$ cat src/rtl/axi_ethernet_0_rst_pkg.sv
// Shared definitions for the Ethernet soft-reset sequencer.
// Holds the sequencer state encoding and the default cycle constants.
`timescale 1ns/1ps
package axi_ethernet_0_rst_pkg;

   // Sequencer states. The encoding is fixed so the state can be shown in a status register.
   typedef enum logic [1:0] {
      IDLE      = 2'd0,
      ASSERT    = 2'd1,
      WAIT_LOCK = 2'd2,
      HOLDOFF   = 2'd3
   } rst_state_e;

   // Default timing: 100 MHz AXI-lite clock cycles.
   localparam int unsigned RST_CYCLES_DEF          = 16;
   localparam int unsigned LOCK_STABLE_CYCLES_DEF  = 64;
   localparam int unsigned LOCK_TIMEOUT_CYCLES_DEF = 100000;
   localparam int unsigned HOLDOFF_CYCLES_DEF      = 32;
   localparam int unsigned CNT_W_DEF               = 16;

endpackage

$ cat src/rtl/axi_ethernet_0_sync_2ff.sv
// Two-flop single-bit synchroniser with synchronous active-high clear.
// Ports:
//   clk   - destination clock
//   reset - synchronous active-high clear (both flops go to 0)
//   i_d   - asynchronous input bit
//   o_q   - synchronised output, two destination cycles behind i_d
`timescale 1ns/1ps
module axi_ethernet_0_sync_2ff (
   input  logic clk,
   input  logic reset,
   input  logic i_d,
   output logic o_q
);

   logic r_meta;
   logic r_sync;

   // Metastability chain.
   always_ff @(posedge clk) begin
      if (reset) begin
         r_meta <= 1'b0;
         r_sync <= 1'b0;
      end else begin
         r_meta <= i_d;
         r_sync <= r_meta;
      end
   end

   assign o_q = r_sync;

endmodule

$ cat src/rtl/axi_ethernet_0_soft_rst_ctrl.sv
// Soft-reset sequencer feeding the Ethernet clocks/resets wrapper.
// Turns a software request or an MMCM lock loss into a fixed-width soft_rst
// pulse, waits for the lock to be stable again, then holds off new requests.
// Ports:
//   clk           - 100 MHz AXI-lite clock
//   reset         - synchronous active-high block reset
//   rst_req       - single-cycle software reset request
//   mmcm_locked_i - asynchronous MMCM lock status
//   err_clr       - single-cycle clear of the sticky timeout flag
//   soft_rst      - registered soft reset to the wrapper
//   busy          - registered, high whenever the sequencer is not IDLE
//   lock_timeout  - sticky flag, WAIT_LOCK ran out of time
//   rst_count     - saturating count of sequences started
`timescale 1ns/1ps
module axi_ethernet_0_soft_rst_ctrl
   import axi_ethernet_0_rst_pkg::*;
#(
   parameter int unsigned RST_CYCLES          = RST_CYCLES_DEF,
   parameter int unsigned LOCK_STABLE_CYCLES  = LOCK_STABLE_CYCLES_DEF,
   parameter int unsigned LOCK_TIMEOUT_CYCLES = LOCK_TIMEOUT_CYCLES_DEF,
   parameter int unsigned HOLDOFF_CYCLES      = HOLDOFF_CYCLES_DEF,
   parameter int unsigned CNT_W               = CNT_W_DEF
) (
   input  logic             clk,
   input  logic             reset,
   input  logic             rst_req,
   input  logic             mmcm_locked_i,
   input  logic             err_clr,
   output logic             soft_rst,
   output logic             busy,
   output logic             lock_timeout,
   output logic [CNT_W-1:0] rst_count
);

   localparam int unsigned RST_W = $clog2(RST_CYCLES + 1);
   localparam int unsigned STB_W = $clog2(LOCK_STABLE_CYCLES + 1);
   localparam int unsigned TO_W  = $clog2(LOCK_TIMEOUT_CYCLES + 1);
   localparam int unsigned HLD_W = $clog2(HOLDOFF_CYCLES + 1);

   rst_state_e r_state;
   rst_state_e w_next_state;

   logic [RST_W-1:0] r_rst_cnt,    w_rst_cnt_nxt;
   logic [STB_W-1:0] r_stable_cnt, w_stable_cnt_nxt;
   logic [TO_W-1:0]  r_to_cnt,     w_to_cnt_nxt;
   logic [HLD_W-1:0] r_hold_cnt,   w_hold_cnt_nxt;

   logic             r_locked_q;
   logic             r_soft_rst;
   logic             r_busy;
   logic             r_lock_timeout;
   logic [CNT_W-1:0] r_rst_count;

   logic w_locked_s;
   logic w_lock_fall;
   logic w_enter_assert;
   logic w_set_timeout;

   axi_ethernet_0_sync_2ff u_lock_sync (
      .clk   (clk),
      .reset (reset),
      .i_d   (mmcm_locked_i),
      .o_q   (w_locked_s)
   );

   // Falling edge of the synchronised lock against its previous value.
   assign w_lock_fall = r_locked_q & ~w_locked_s;

   // State register, counters and registered outputs.
   always_ff @(posedge clk) begin
      if (reset) begin
         r_state        <= IDLE;
         r_rst_cnt      <= '0;
         r_stable_cnt   <= '0;
         r_to_cnt       <= '0;
         r_hold_cnt     <= '0;
         r_locked_q     <= 1'b0;
         r_soft_rst     <= 1'b0;
         r_busy         <= 1'b0;
         r_lock_timeout <= 1'b0;
         r_rst_count    <= '0;
      end else begin
         r_state      <= w_next_state;
         r_rst_cnt    <= w_rst_cnt_nxt;
         r_stable_cnt <= w_stable_cnt_nxt;
         r_to_cnt     <= w_to_cnt_nxt;
         r_hold_cnt   <= w_hold_cnt_nxt;
         r_locked_q   <= w_locked_s;
         // Outputs follow the next state so they line up with the state itself.
         r_soft_rst   <= (w_next_state == ASSERT);
         r_busy       <= (w_next_state != IDLE);
         // A new timeout takes priority over a clear in the same cycle.
         if (w_set_timeout) begin
            r_lock_timeout <= 1'b1;
         end else if (err_clr) begin
            r_lock_timeout <= 1'b0;
         end
         if (w_enter_assert && (r_rst_count != {CNT_W{1'b1}})) begin
            r_rst_count <= r_rst_count + CNT_W'(1);
         end
      end
   end

   // Next-state and counter logic.
   always_comb begin
      w_next_state     = r_state;
      w_rst_cnt_nxt    = r_rst_cnt;
      w_stable_cnt_nxt = r_stable_cnt;
      w_to_cnt_nxt     = r_to_cnt;
      w_hold_cnt_nxt   = r_hold_cnt;
      w_enter_assert   = 1'b0;
      w_set_timeout    = 1'b0;

      case (r_state)
         IDLE: begin
            // Coincident request and lock loss collapse into one entry.
            if (rst_req || w_lock_fall) begin
               w_next_state   = ASSERT;
               w_enter_assert = 1'b1;
            end
         end
         ASSERT: begin
            w_rst_cnt_nxt = r_rst_cnt + RST_W'(1);
            if (r_rst_cnt == RST_W'(RST_CYCLES - 1)) begin
               w_next_state = WAIT_LOCK;
            end
         end
         WAIT_LOCK: begin
            w_stable_cnt_nxt = w_locked_s ? (r_stable_cnt + STB_W'(1)) : '0;
            w_to_cnt_nxt     = r_to_cnt + TO_W'(1);
            // Stable lock is checked first so it wins over a same-cycle timeout.
            if (w_locked_s && (r_stable_cnt == STB_W'(LOCK_STABLE_CYCLES - 1))) begin
               w_next_state = HOLDOFF;
            end else if (r_to_cnt == TO_W'(LOCK_TIMEOUT_CYCLES - 1)) begin
               w_next_state  = IDLE;
               w_set_timeout = 1'b1;
            end
         end
         HOLDOFF: begin
            w_hold_cnt_nxt = r_hold_cnt + HLD_W'(1);
            if (r_hold_cnt == HLD_W'(HOLDOFF_CYCLES - 1)) begin
               w_next_state = IDLE;
            end
         end
         default: begin
            w_next_state = IDLE;
         end
      endcase

      // Every state starts with all counters at zero.
      if (w_next_state != r_state) begin
         w_rst_cnt_nxt    = '0;
         w_stable_cnt_nxt = '0;
         w_to_cnt_nxt     = '0;
         w_hold_cnt_nxt   = '0;
      end
   end

   assign soft_rst     = r_soft_rst;
   assign busy         = r_busy;
   assign lock_timeout = r_lock_timeout;
   assign rst_count    = r_rst_count;

endmodule
$ cat config.mk
export PLATFORM = sky130hd
export DESIGN_NAME = axi_ethernet_0_soft_rst_ctrl
export DESIGN_NICKNAME = d
export VERILOG_FILES = /design/src/rtl/axi_ethernet_0_rst_pkg.sv /design/src/rtl/axi_ethernet_0_sync_2ff.sv /design/src/rtl/axi_ethernet_0_soft_rst_ctrl.sv
export SDC_FILE = /design/constraint.sdc
export NUM_CORES = 1
export LEC_CHECK = 0
export CAP_MARGIN = 30
export CORE_MARGIN = 2
export CORE_UTILIZATION = 55
export CTS_CLUSTER_SIZE = 12
export DETAILED_ROUTE_END_ITERATION = 8
export DONT_BUFFER_PORTS = 1
export PLACE_DENSITY = 0.71
export SYNTH_ARGS = -nofsm -noshare
export SYNTH_HDL_FRONTEND = slang
export SYNTH_SLANG_ARGS = --single-unit
$ cat constraint.sdc
create_clock -name clk -period 2.9 [get_ports clk]
set_clock_uncertainty 0.2 [all_clocks]
set_input_delay 0.435 -clock clk [delete_from_list [all_inputs] [get_ports clk]]
set_output_delay 0.435 -clock clk [all_outputs]
set_load 0.005 [all_outputs]
==> summary.md <==
| Metric | Value |
|---|---|
| Core Box Area | `4750 µm²` |
| Worst setup EP type | `flop` |
| Synth area leader | `dfxtp_1` |
| Global Route Usage Sum | `20.4%` |
| Synth unique cells | `47` |
| PD cells | `529 nW/µm²` |
| EDFF count, synth | `0` |
| Synth Flop Type | `dfxtp_1` |
| Antenna-violating nets left | `0` |
| Clk pin slew, worst setup/hold paths | `0.06 ns` |
| R2r endpoint | `r_rst_cnt[4]` |
| Crit-path cells | `ha_1 > and3_1 > ha_1 > or2b_2 > o31ai_1 > a2111o_1 > o21bai_4 > a211oi_1` |
| Syn Inst Count | `314` |
| Synth area leaders | `dfxtp_1 (43%), xor2_1 (8.4%), nor2_1 (6.7%)` |
| Dpl ws | `0.315 ns` |
| Peak Freq | `385 MHz` |
| Initial Util | `57.3%` |
| Detailed Routing Iterations Pass 1 | `4` |
| Placer Congestion | `0.849` |
| DR iter-0 viols | `99` |
| Antenna cells | `0` |
| # port buffers | `0` |
| DIE WIDTH | `74.4 µm` |
| Worst slew pin tran | `0.832 ns` |
| Top Ports | `24` |
| Hold_ws | `0.0415 ns` |
| Ys async rst share | `0%` |
| Pin count of the biggest net entering global routing | `29` |
| Yosys reg bits | `59` |
| Vias in the first global route | `1,824` |
| WP depth | `8` |
| Crit Path Category | `reg2reg` |
| Synth Cell Area | `2730 µm²` |
| Final min period | `2.60 ns` |
| Reg2Reg Setup Slack | `0.30 ns` |
| H-tree depth | `3` |
| Grt ovf | `0` |
| CP peak stage delay | `0.54 ns` |
| Slew HR | `44.3%` |
| Pwr Total | `1.56 mW` |
| Share of layout cells above drive strength 1 | `7.45%` |
| Mean area per synthesized cell | `8.68 µm²` |
| WP data required | `2.94 ns` |
| Total CTS buffers | `9` |
| Post-DP HPWL | `3.47 mm` |
| Drt wl/cell | `13.3 µm` |
| Full die area | `5530 µm²` |
| Routed vias | `2,119` |
| Crit start category | `flop` |
| DRC | `0` |
| CTS tree | `built` |
| Max-cap violation count | `0` |
| Worst vdd ir | `0.000392 V` |
| Setup tns final | `0 ns` |
| Setup Viol. Count Final | `0` |
| R2r worst-path depth | `8` |
| Fill count | `425` |
| Cell area after placement | `2760 µm²` |
| Sequential share of the synthesized area | `43.3%` |
| Yosys top cell area share | `43.3%` |
| Drt total wl | `5.19 mm` |
| Setup ws final | `0.299 ns` |
| Placed insts | `372` |
| Final core utilization | `61.9%` |
| R2R Path Start | `r_rst_cnt[0]` |
| CP top delay family | `compound AO/OA/AOI/OAI gates` |
| Area Growth Syn to Fin | `7.94%` |
| Die Y | `74.4 µm` |
| Final hold violations | `0` |
| Status | `finished, final reports clean` |
| Critical Path Source | `r_rst_cnt[0]` |
| CTS root buf | `clkbuf_8` |
| Synth warn | `0` |
| Net Count, Synth | `325` |
| Count leader, synth | `dfxtp_1` |
| Initial antenna violation count | `0` |
| CTS sink cnt | `59` |
| Crit path top cell by count | `ha_1` |
| Buf/Inv on CP | `0` |
| Max Slew Vio Count | `0` |
| Hold Crit Class | `in2reg` |
| Unrepaired setup endpoints after global routing | `false` |
| First-pass GRT wire length | `8.58 mm` |
| Clock Latency Late Sink | `0.33 ns` |
| Lkg Pwr | `1.02 nW` |
| CP Data Arrival Time | `2.64 ns` |
| Post-synth top cells | `dfxtp_1 (59), nor2_1 (49), nand2_1 (26), xor2_1 (26), nand3_1 (18)` |
| Slowest CP cell | `a2111o_1` |
| CTS Buffer Depth | `2` |
| Nets@finish | `328` |
| DR vias/cell | `5.45` |
| Tcrit/Tclk final | `89.7%` |
| Non-Filler Instances | `389` |
| Worst Path Max Fanout | `28` |
| CP Capture Point | `r_rst_cnt[4]` |
| Std-Cell Rows | `25` |
| Final instance area | `2940 µm²` |
| Post-cts sizing count | `0` |
## state kept, by name (all words and copies together), names as in the netlist
name / count
r_rst_cnt: 5
r_to_cnt: 17
r_hold_cnt: 6
lock_timeout: 1
r_locked_q: 1
r_state: 2
busy: 1
u_lock_sync.r_meta: 1
soft_rst: 1
r_stable_cnt: 7
u_lock_sync.o_q: 1
rst_count: 16
## power by group
part	internal (mW)	switching (mW)	leakage, nW
Combinational	0.0223	0.0381	0.448
Clock	0.355	0.302	0.0905
Sequential	0.822	0.0156	0.477
## how the worst min path moves through the flow
stage | cells past startpoint | start | slack, ns | end
after global placement | 1 | u_lock_sync.r_meta | 0.24 | u_lock_sync.o_q
after detailed placement | 1 | u_lock_sync.r_meta | 0.23 | u_lock_sync.o_q
final | 1 | mmcm_locked_i | 0.04 | u_lock_sync.r_meta
after global routing | 1 | mmcm_locked_i | 0.05 | u_lock_sync.r_meta
after floorplan | 1 | u_lock_sync.r_meta | 0.21 | u_lock_sync.o_q
after CTS | 1 | mmcm_locked_i | 0.04 | u_lock_sync.r_meta
## cell type report
class	instances	area (µm²)	share of cell area (%)
Multi-Input combinational cell	236	1450	49.1
Sequential cell	59	1180	40.2
Clock buffer	14	163	5.53
Tap cell	67	83.8	2.85
Timing Repair Buffer	4	32.5	1.11
Inverter	7	26.3	0.893
Clock inverter	2	10.0	0.340
## kinds of logic (layout without fill, tap and decap cells)
family	count (synthesis)	count (layout)	share of synthesized area [%]
AND/OR/NAND/NOR	154	154	29.2
flip-flops	59	59	43.3
AO/OA/AOI/OAI	43	43	10.4
XOR/XNOR	31	31	9.96
buffers and inverters	19	27	3.63
adder cells (fa/ha/maj)	6	6	2.75
multiplexers	2	2	0.735
## layout by cell type, fill, tap and decap left out, types with 8 or more instances in the layout
cell       n
xor2_1    26
a21oi_1   15
nand4_1   11
nand3_1   18
nor2_1    49
nand2_1   26
dfxtp_1   59
nor3_1     8
clkbuf_8  11
## layer usage
| metal | vias to the layer above | share of wire [%] | GRT usage, % | routed length (µm) |
|---|---|---|---|---|
| li1 | 1113 | - | - | - |
| met1 | 964 | 52 | 29.2 | 2700 |
| met2 | 34 | 42 | 28.4 | 2180 |
| met3 | 8 | 4.5 | 5.01 | 231 |
| met4 | 0 | 1.5 | 10.3 | 77 |
| met5 | - | 0 | 0 | 0 |
## repair_timing
item,in CTS,in global routing
buffers inserted,0,0
hold buffers,1,0
endpoints found under the hold margin,23,0
No activity file was read; power rests on OpenSTA's default activity.
